**src/rtl/score_issue_pkg.sv**
```systemverilog
// Shared attention-row types: score, V row and the issued tuple.
// `MAX_SEQ_LENGTH falls back to 8 when the build does not set it.
`ifndef MAX_SEQ_LENGTH
`define MAX_SEQ_LENGTH 8
`endif

package score_issue_pkg;

  typedef logic signed [15:0] EXPMUL_DIFF_IN_QT;
  typedef logic [3:0][7:0] V_VECTOR_T;

  typedef struct packed {
    EXPMUL_DIFF_IN_QT s;
    EXPMUL_DIFF_IN_QT m_prev;
    V_VECTOR_T        v;
    logic             first;
    logic             last;
  } ISSUE_TUPLE_T;

  function automatic EXPMUL_DIFF_IN_QT smax(
    input EXPMUL_DIFF_IN_QT a,
    input EXPMUL_DIFF_IN_QT b
  );
    return (a > b) ? a : b;
  endfunction

endpackage

```
**src/rtl/score_issue_if.sv**
```systemverilog
// Score-issue bus: QK-side input handshake and max-stage output
// handshake. slave is the issue stage, master the surrounding pipe.
interface score_issue_if;
  import score_issue_pkg::*;

  logic             vld_in;
  logic             rdy_out;
  EXPMUL_DIFF_IN_QT s_in;
  V_VECTOR_T        v_in;
  logic             vld_out;
  logic             rdy_in;
  EXPMUL_DIFF_IN_QT s_out;
  EXPMUL_DIFF_IN_QT m_prev_out;
  V_VECTOR_T        v_out;
  logic             first_out;
  logic             last_out;
  logic             row_done;

  modport slave (
    input  vld_in, s_in, v_in, rdy_in,
    output rdy_out, vld_out, s_out, m_prev_out,
    output v_out, first_out, last_out, row_done
  );

  modport master (
    output vld_in, s_in, v_in, rdy_in,
    input  rdy_out, vld_out, s_out, m_prev_out,
    input  v_out, first_out, last_out, row_done
  );

endinterface

```
**src/rtl/score_issue_skid.sv**
```systemverilog
// issue_skid: 1-entry pipe register, or 2-entry FIFO elastic buffer
// with a registered ready when SCORE_ISSUE_SKID_EN is defined.
module issue_skid
  import score_issue_pkg::*;
(
  input  logic         clock,
  input  logic         reset,
  input  logic         i_vld,
  output logic         o_rdy,
  input  ISSUE_TUPLE_T i_data,
  output logic         o_vld,
  input  logic         i_rdy,
  output ISSUE_TUPLE_T o_data
);

  ISSUE_TUPLE_T r_out;
  logic         r_out_vld;
  logic         w_in_hs;
  logic         w_out_hs;

  assign w_in_hs  = i_vld && o_rdy;
  assign w_out_hs = r_out_vld && i_rdy;
  assign o_vld    = r_out_vld;
  assign o_data   = r_out;

`ifdef SCORE_ISSUE_SKID_EN
  ISSUE_TUPLE_T r_skid;
  logic         r_skid_vld;

  assign o_rdy = !r_skid_vld;

  // Skid only fills while the head is stalled; it drains first.
  always_ff @(posedge clock) begin
    if (reset) begin
      r_out      <= '0;
      r_out_vld  <= 1'b0;
      r_skid     <= '0;
      r_skid_vld <= 1'b0;
    end else if (!r_out_vld || w_out_hs) begin
      if (r_skid_vld) begin
        r_out      <= r_skid;
        r_out_vld  <= 1'b1;
        r_skid_vld <= 1'b0;
      end else begin
        r_out_vld <= w_in_hs;
        if (w_in_hs) r_out <= i_data;
      end
    end else if (w_in_hs) begin
      r_skid     <= i_data;
      r_skid_vld <= 1'b1;
    end
  end
`else
  assign o_rdy = i_rdy || !r_out_vld;

  always_ff @(posedge clock) begin
    if (reset) begin
      r_out     <= '0;
      r_out_vld <= 1'b0;
    end else if (w_in_hs) begin
      r_out     <= i_data;
      r_out_vld <= 1'b1;
    end else if (w_out_hs) begin
      r_out_vld <= 1'b0;
    end
  end
`endif

endmodule

```
**src/rtl/score_issue.sv**
```systemverilog
// Issue stage ahead of the running-max stage; owns key count and m_run.
// Optional output skid buffer: define SCORE_ISSUE_SKID_EN.
module score_issue
  import score_issue_pkg::*;
#(
  parameter int SEQ_LEN = `MAX_SEQ_LENGTH
) (
  input  logic        clock,
  input  logic        reset,
  score_issue_if.slave bus
);

  localparam int CW = $clog2(SEQ_LEN);
  localparam logic [CW-1:0] LAST_KEY = CW'(SEQ_LEN - 1);

  logic [CW-1:0]    r_key_cnt;
  EXPMUL_DIFF_IN_QT r_m_run;
  logic             w_in_hs;
  logic             w_first;
  logic             w_last;
  EXPMUL_DIFF_IN_QT w_m_base;
  ISSUE_TUPLE_T     w_tuple;
  ISSUE_TUPLE_T     w_out;

  assign w_in_hs  = bus.vld_in && bus.rdy_out;
  assign w_first  = (r_key_cnt == '0);
  assign w_last   = (r_key_cnt == LAST_KEY);
  // Row start uses key_cnt, never a stale m_run from the prior row.
  assign w_m_base = w_first ? '0 : r_m_run;

  assign w_tuple = '{
    s:      bus.s_in,
    m_prev: w_m_base,
    v:      bus.v_in,
    first:  w_first,
    last:   w_last
  };

  always_ff @(posedge clock) begin
    if (reset) begin
      r_key_cnt <= '0;
      r_m_run   <= '0;
    end else if (w_in_hs) begin
      r_key_cnt <= w_last ? '0 : r_key_cnt + 1'b1;
      r_m_run   <= smax(bus.s_in, w_m_base);
    end
  end

  issue_skid u_skid (
    .clock  (clock),
    .reset  (reset),
    .i_vld  (bus.vld_in),
    .o_rdy  (bus.rdy_out),
    .i_data (w_tuple),
    .o_vld  (bus.vld_out),
    .i_rdy  (bus.rdy_in),
    .o_data (w_out)
  );

  assign bus.s_out      = w_out.s;
  assign bus.m_prev_out = w_out.m_prev;
  assign bus.v_out      = w_out.v;
  assign bus.first_out  = w_out.first;
  assign bus.last_out   = w_out.last;
  assign bus.row_done   = bus.vld_out && bus.rdy_in
                        && w_out.last;

endmodule
```
**src/flat_wrapper.sv**
```systemverilog
// flat-port wrapper written by rule: the top's interface ports become plain ports
module score_issue_flat import score_issue_pkg::*;
#(
  parameter int SEQ_LEN = `MAX_SEQ_LENGTH
)
  (clock, reset, bus_vld_in, bus_s_in, bus_v_in, bus_rdy_in, bus_rdy_out, bus_vld_out, bus_s_out, bus_m_prev_out, bus_v_out, bus_first_out, bus_last_out, bus_row_done);
  score_issue_if bus_i ();
  input  logic clock;
  input  logic reset;
  input wire logic [$bits(bus_i.vld_in)-1:0] bus_vld_in;
  input wire logic [$bits(bus_i.s_in)-1:0] bus_s_in;
  input wire logic [$bits(bus_i.v_in)-1:0] bus_v_in;
  input wire logic [$bits(bus_i.rdy_in)-1:0] bus_rdy_in;
  output wire logic [$bits(bus_i.rdy_out)-1:0] bus_rdy_out;
  output wire logic [$bits(bus_i.vld_out)-1:0] bus_vld_out;
  output wire logic [$bits(bus_i.s_out)-1:0] bus_s_out;
  output wire logic [$bits(bus_i.m_prev_out)-1:0] bus_m_prev_out;
  output wire logic [$bits(bus_i.v_out)-1:0] bus_v_out;
  output wire logic [$bits(bus_i.first_out)-1:0] bus_first_out;
  output wire logic [$bits(bus_i.last_out)-1:0] bus_last_out;
  output wire logic [$bits(bus_i.row_done)-1:0] bus_row_done;
  assign bus_i.vld_in = bus_vld_in;
  assign bus_i.s_in = bus_s_in;
  assign bus_i.v_in = bus_v_in;
  assign bus_i.rdy_in = bus_rdy_in;
  assign bus_rdy_out = bus_i.rdy_out;
  assign bus_vld_out = bus_i.vld_out;
  assign bus_s_out = bus_i.s_out;
  assign bus_m_prev_out = bus_i.m_prev_out;
  assign bus_v_out = bus_i.v_out;
  assign bus_first_out = bus_i.first_out;
  assign bus_last_out = bus_i.last_out;
  assign bus_row_done = bus_i.row_done;
  score_issue #(.SEQ_LEN(SEQ_LEN)) u_core (.clock(clock), .reset(reset), .bus(bus_i));
endmodule
```
**config.mk**
```make
export PLATFORM = sky130hd
export DESIGN_NAME = score_issue_flat
export DESIGN_NICKNAME = d
export VERILOG_FILES = /design/src/rtl/score_issue_pkg.sv /design/src/rtl/score_issue_if.sv /design/src/rtl/score_issue_skid.sv /design/src/rtl/score_issue.sv /design/src/flat_wrapper.sv
export SDC_FILE = /design/constraint.sdc
export NUM_CORES = 1
export LEC_CHECK = 0
export CAP_MARGIN = 20
export CELL_PAD_IN_SITES_DETAIL_PLACEMENT = 1
export CELL_PAD_IN_SITES_GLOBAL_PLACEMENT = 2
export CORE_MARGIN = 8
export CORE_UTILIZATION = 30
export CTS_CLUSTER_DIAMETER = 40
export CTS_CLUSTER_SIZE = 14
export DETAILED_ROUTE_END_ITERATION = 16
export GPL_ROUTABILITY_DRIVEN = 0
export PLACE_DENSITY = 0.82
export SKIP_LAST_GASP = 1
export SYNTH_ARGS = -nofsm -noshare
export SYNTH_HDL_FRONTEND = slang
export SYNTH_HIERARCHICAL = 1
export SYNTH_SLANG_ARGS = --single-unit
```
**constraint.sdc**
```tcl
create_clock -name clock -period 4.26 [get_ports clock]
set_input_delay 0.852 -clock clock [delete_from_list [all_inputs] [get_ports clock]]
set_output_delay 0.852 -clock clock [all_outputs]
set_load 0.01 [all_outputs]
```
==> Yosys cells after proc, flatten, opt, wreduce, memory -nomap -nowiden <==
Index checks and enable logic that the tools add are counted.
{ "word_totals": {"reg_bits": 86, "latch_bits": 0, "ramBits": 0, "romBits": 0, "input_bits": 52, "output_inout_bits": 69, "mem_count": 0} }
{ "op_classes": {"n_addsub": 1, "n_mul": 0, "n_div": 0, "magnitude_cmp": 1, "n_eq_ne": 1, "shifts": 0, "n_mux": 5, "bitwise": 0, "n_reduce_logical": 7} }
{ "op_table": {"columns": ["operator", "count"], "rows": [
  ["2-to-1 mux 16 bit", 2],
  ["greater-than comparator 16 bit", 1],
  ["adder 3 x 1 -> 3 bit (second input constant)", 1],
  ["equality test 3 bit (second input constant)", 1],
  ["logical AND 1 bit", 3],
  ["logical NOT 3 bit", 1],
  ["2-to-1 mux 3 bit", 1],
  ["2-to-1 mux 1 bit", 2],
  ["nonzero test 2 bit", 1],
  ["logical NOT 1 bit", 1],
  ["logical OR 1 bit", 1]
]} }

==> Depth between registers and ports, before layout <==
{ "depth": {"word_depth": 4, "mapped_depth": 14, "ltp_nobuf": 11} }

==> Modules after synthesis <==
The synthesis kept the hierarchy.
{ "modules_own_cells": {"columns": ["module", "n_inst", "cells_each", "area_each_um2", "seq_area_each_um2"], "rows": [
  ["issue_skid", 1, 305, 3575.9, 1341.3],
  ["score_issue", 1, 137, 1227.4, 380.4]
]} }

==> Worst setup path after synthesis <==
No wires, ideal clock.
{ "synth_path": {"path_kind": "register -> register", "start": "register u_core.r_key_cnt[0]", "end": "register u_core.r_m_run[10]", "arrival_time_ps": 2900, "t_required_ps": 4143, "setup_slack_ps": 1244, "stages_incl_launch_ff": 15, "period_less_slack_ps": 3016, "cell_sequence": "dfxtp_1 inv_1 ha_1 nand2b_1 buf_2 clkbuf_1 nand2_1 ha_1 nand4_2 nor2_1 o2bb2ai_1 or4_1 o211a_1 buf_2 a22o_1"} }
{ "synth_between": {"elab_chain_cells": 4} }
{ "synth_lines": {"columns": ["element", "line", "source"], "rows": [
  ["start: declaration", "score_issue.sv:16", "logic [CW-1:0] r_key_cnt;"],
  ["start signal: assignment", "score_issue.sv:44", "r_key_cnt <= w_last ? '0 : r_key_cnt + 1'b1;"],
  ["logical NOT 3 bit *", "score_issue.sv:26", "assign w_first = (r_key_cnt == '0);"],
  ["2-to-1 mux 16 bit *", "score_issue.sv:29", "assign w_m_base = w_first ? '0 : r_m_run;"],
  ["greater-than comparator 16 bit", "score_issue_pkg.sv:24", "return (a > b) ? a : b;"],
  ["2-to-1 mux 16 bit *", "score_issue_pkg.sv:24", null],
  ["end signal: assignment", "score_issue.sv:45", "r_m_run <= smax(bus.s_in, w_m_base);"],
  ["end: declaration", "score_issue.sv:17", "EXPMUL_DIFF_IN_QT r_m_run;"]
]} }
Mark *: on every way between the ends. The rest lies on a longest branch, timed or not.
A chain may end at the register's enable or synchronous reset.

==> Worst setup path after layout <==
{ "layout_path": {"start": "register u_core.r_key_cnt[0]", "end": "register u_core.r_m_run[3]"} }
The elaborated chain is that of the path after synthesis.

==> metrics.cfg <==
[outcome]
run_status = finished, final reports clean

[power_and_ir_drop]
p_total_uw = 2160
leakagePower_uw = 0.00231
power_density_mw_per_mm2 = 343
ir_drop_uv = 198

[finish]
final_cells = 757
seq_area_mm2 = 0.00172
utilization = 0.398
layout_commonest_cell = clkdlybuf4s50_1
diodes = 0
multiInputGateArea_mm2 = 0.00263
final_cell_area_mm2 = 0.00628
drive_gt1_frac = 0.279
fin_nets = 607
layout_common_cells = 118 x clkdlybuf4s50_1, 86 x dfxtp_1, 66 x a21bo_1, 66 x a21oi_2, 58 x nand3_2
fill_cells = 1753
syn2layout_area_growth_pct = 30.7

[global_route]
use_met1 = 0.154
grt_max_degree = 88
grtUsageMet2 = 0.234
grt_pass1_vias = 4025
grt_use_met3 = 0.0268
grt_overflow = 0
busiest_layer = met2
track_usage = 0.134
grt_antenna_before_repair = 0
grt_pass1_wl_um = 21500

[timing]
setup_viol = 0
fin_crit_ps = 3560
relSlewSlack = 0.287
rsz0062_at_grt = false
tns_ps = 0
finalMaxSlewViolations = 0
hold_violations = 0
fin_skew_ps = 4.33
worstMarginPinSlew_ps = 1070
fmax_mhz = 281
min_period_over_period = 0.835

[synthesis]
synth_top_family_by_area = compound AO/OA/AOI/OAI gates
async_flop_share = 0
synth_cells = 442
syn_avg_cell_area_um2 = 10.9
synthSimpleGateAreaFrac = 0.180
ys_seq_area_frac = 0.358
syn-cell-area_mm2 = 0.00480
ys_seq_elements = 86
synthXorXnorAreaFrac = 0
synth_compound_area_frac = 0.318
synth.net_count = 513
synth_cell_types = 37
synthAdderAreaFrac = 0.0495
synth_edf_count = 0
muxShareOfSynthArea = 0
ys_warn_count = 6
yosys_most_used_dff = dfxtp_1

[placement]
port_buffers = 120
dp_cells = 741
place_area_mm2 = 0.00593
dp_hpwl_um = 9370

[clock_tree]
hold_buffers = 0
clock-root-buffer = clkbuf_16
post_cts_resized = 0
cts_htree_levels = 3
clk_pin_slew_ps = 60
cts_sinks = 86
post_cts_buffers = 0
cts-buffers-inserted = 9
worstSkewPairLatency_ps = 340
clock_path_buffers = 2
cts_tree = done

[run]
drv_cap = 0

[die]
coreArea_mm2 = 0.0158
num_rows = 46
chipHeight_um = 143
die_area_mm2 = 0.0203
initial_core_util = 0.305
boundaryPins = 121
die_w_um = 143

[detailed_routing]
routed_wl_um = 13400
first_pass_iters = 4
avgViaCountPerCell = 4.82
drtAntennaViolNets = 0
drc = 0
drtIter0Drc = 246
drt-wirelength-per-cell_um = 17.6
num_vias = 3651

[critical_path]
cp.arrival_ps = 3840
path_max_fanout = 19
crit_type = reg -> reg
cp-start-kind = flop
critPathRequiredTime_ps = 4540
end_kind = flop

[min_path]
hold_class = reg -> reg

logic make-up (layout without fill, tap and decap cells):
kind of cell | count (synthesis) | in the layout
flops | 86 | 86
simple gates | 111 | 111
compound gates | 165 | 165
buf+inv | 61 | 160
fa+ha+maj | 19 | 19
per-stage QoR:
stage | worst slack, ps | hold slack [ps]
after global routing | 439 | 505
after CTS | 721 | 486
after floorplan | 1240 | 440
after global placement | 876 | 460
after detailed placement | 745 | 468
final | 703 | 485
cell usage after synthesis (all sizes together) (2+ instances only):
cell type / number / area (µm²)
a21bo: 66 / 661
a21oi: 76 / 628
a22o: 16 / 140
buf: 31 / 340
clkbuf: 10 / 37.5
dfxtp: 86 / 1720
ha: 19 / 238
inv: 20 / 75.1
nand2: 21 / 78.8
nand2b: 3 / 33.8
nand3: 69 / 636
nand4: 4 / 31.3
nor2: 4 / 17.5
nor3: 2 / 10.0
per-layer routing:
metal	vias to the layer above	wire length (µm)
met5	-	0
met4	0	207
met3	9	605
met2	72	6710
met1	1808	5840
li1	1762	-
worst max-delay path, cell delays in order, from the launching register on:
cell and delay, ps:
dfxtp_1 390, inv_1 70, ha_1 190, nand2b_1 580, nand2_1 190, ha_1 440
nand4_2 200, a2111oi_4 410, nor2_2 90, o311ai_4 680, a22o_1 250
power breakdown:
part	leakage (µW)	total, µW	switching (µW)	internal, µW
Combinational	0.00143	359	188	171
Sequential	0.000704	868	22.2	846
Clock	0.000170	928	322	606
Total	0.00231	2160	532	1620
flip-flops by register name, indices dropped and copies added, names as in the netlist:
register,count
u_core/r_key_cnt,3
u_core/u_skid/o_data,66
u_core/u_skid/o_vld,1
u_core/r_m_run,16
layout make-up:
| type | count | share of cell area |
|---|---|---|
| multi-input cells | 295 | 0.419 |
| well taps | 216 | 0.0431 |
| clock inverters | 3 | 0.0144 |
| repair buffers | 124 | 0.196 |
| flip-flops and latches | 86 | 0.274 |
| clock buffers | 13 | 0.0415 |
| inverters | 20 | 0.0120 |
final timing paths:
| path | cells past startpoint | slack, ps | to | start |
|---|---|---|---|---|
| hold / removal | 1 | 490 | u_core/r_m_run[15]$_SDFFE_PP0P_ | u_core/r_m_run[15]$_SDFFE_PP0P_ |
| setup / recovery | 10 | 700 | u_core/r_m_run[3]$_SDFFE_PP0P_ | u_core/r_key_cnt[0]$_SDFFE_PP0P_ |
| hold reg to reg | 1 | 490 | u_core/r_m_run[15]$_SDFFE_PP0P_ | u_core/r_m_run[15]$_SDFFE_PP0P_ |
| setup reg to reg | 10 | 700 | u_core/r_m_run[3]$_SDFFE_PP0P_ | u_core/r_key_cnt[0]$_SDFFE_PP0P_ |
Note: power is estimated with default switching activity, not from simulation.
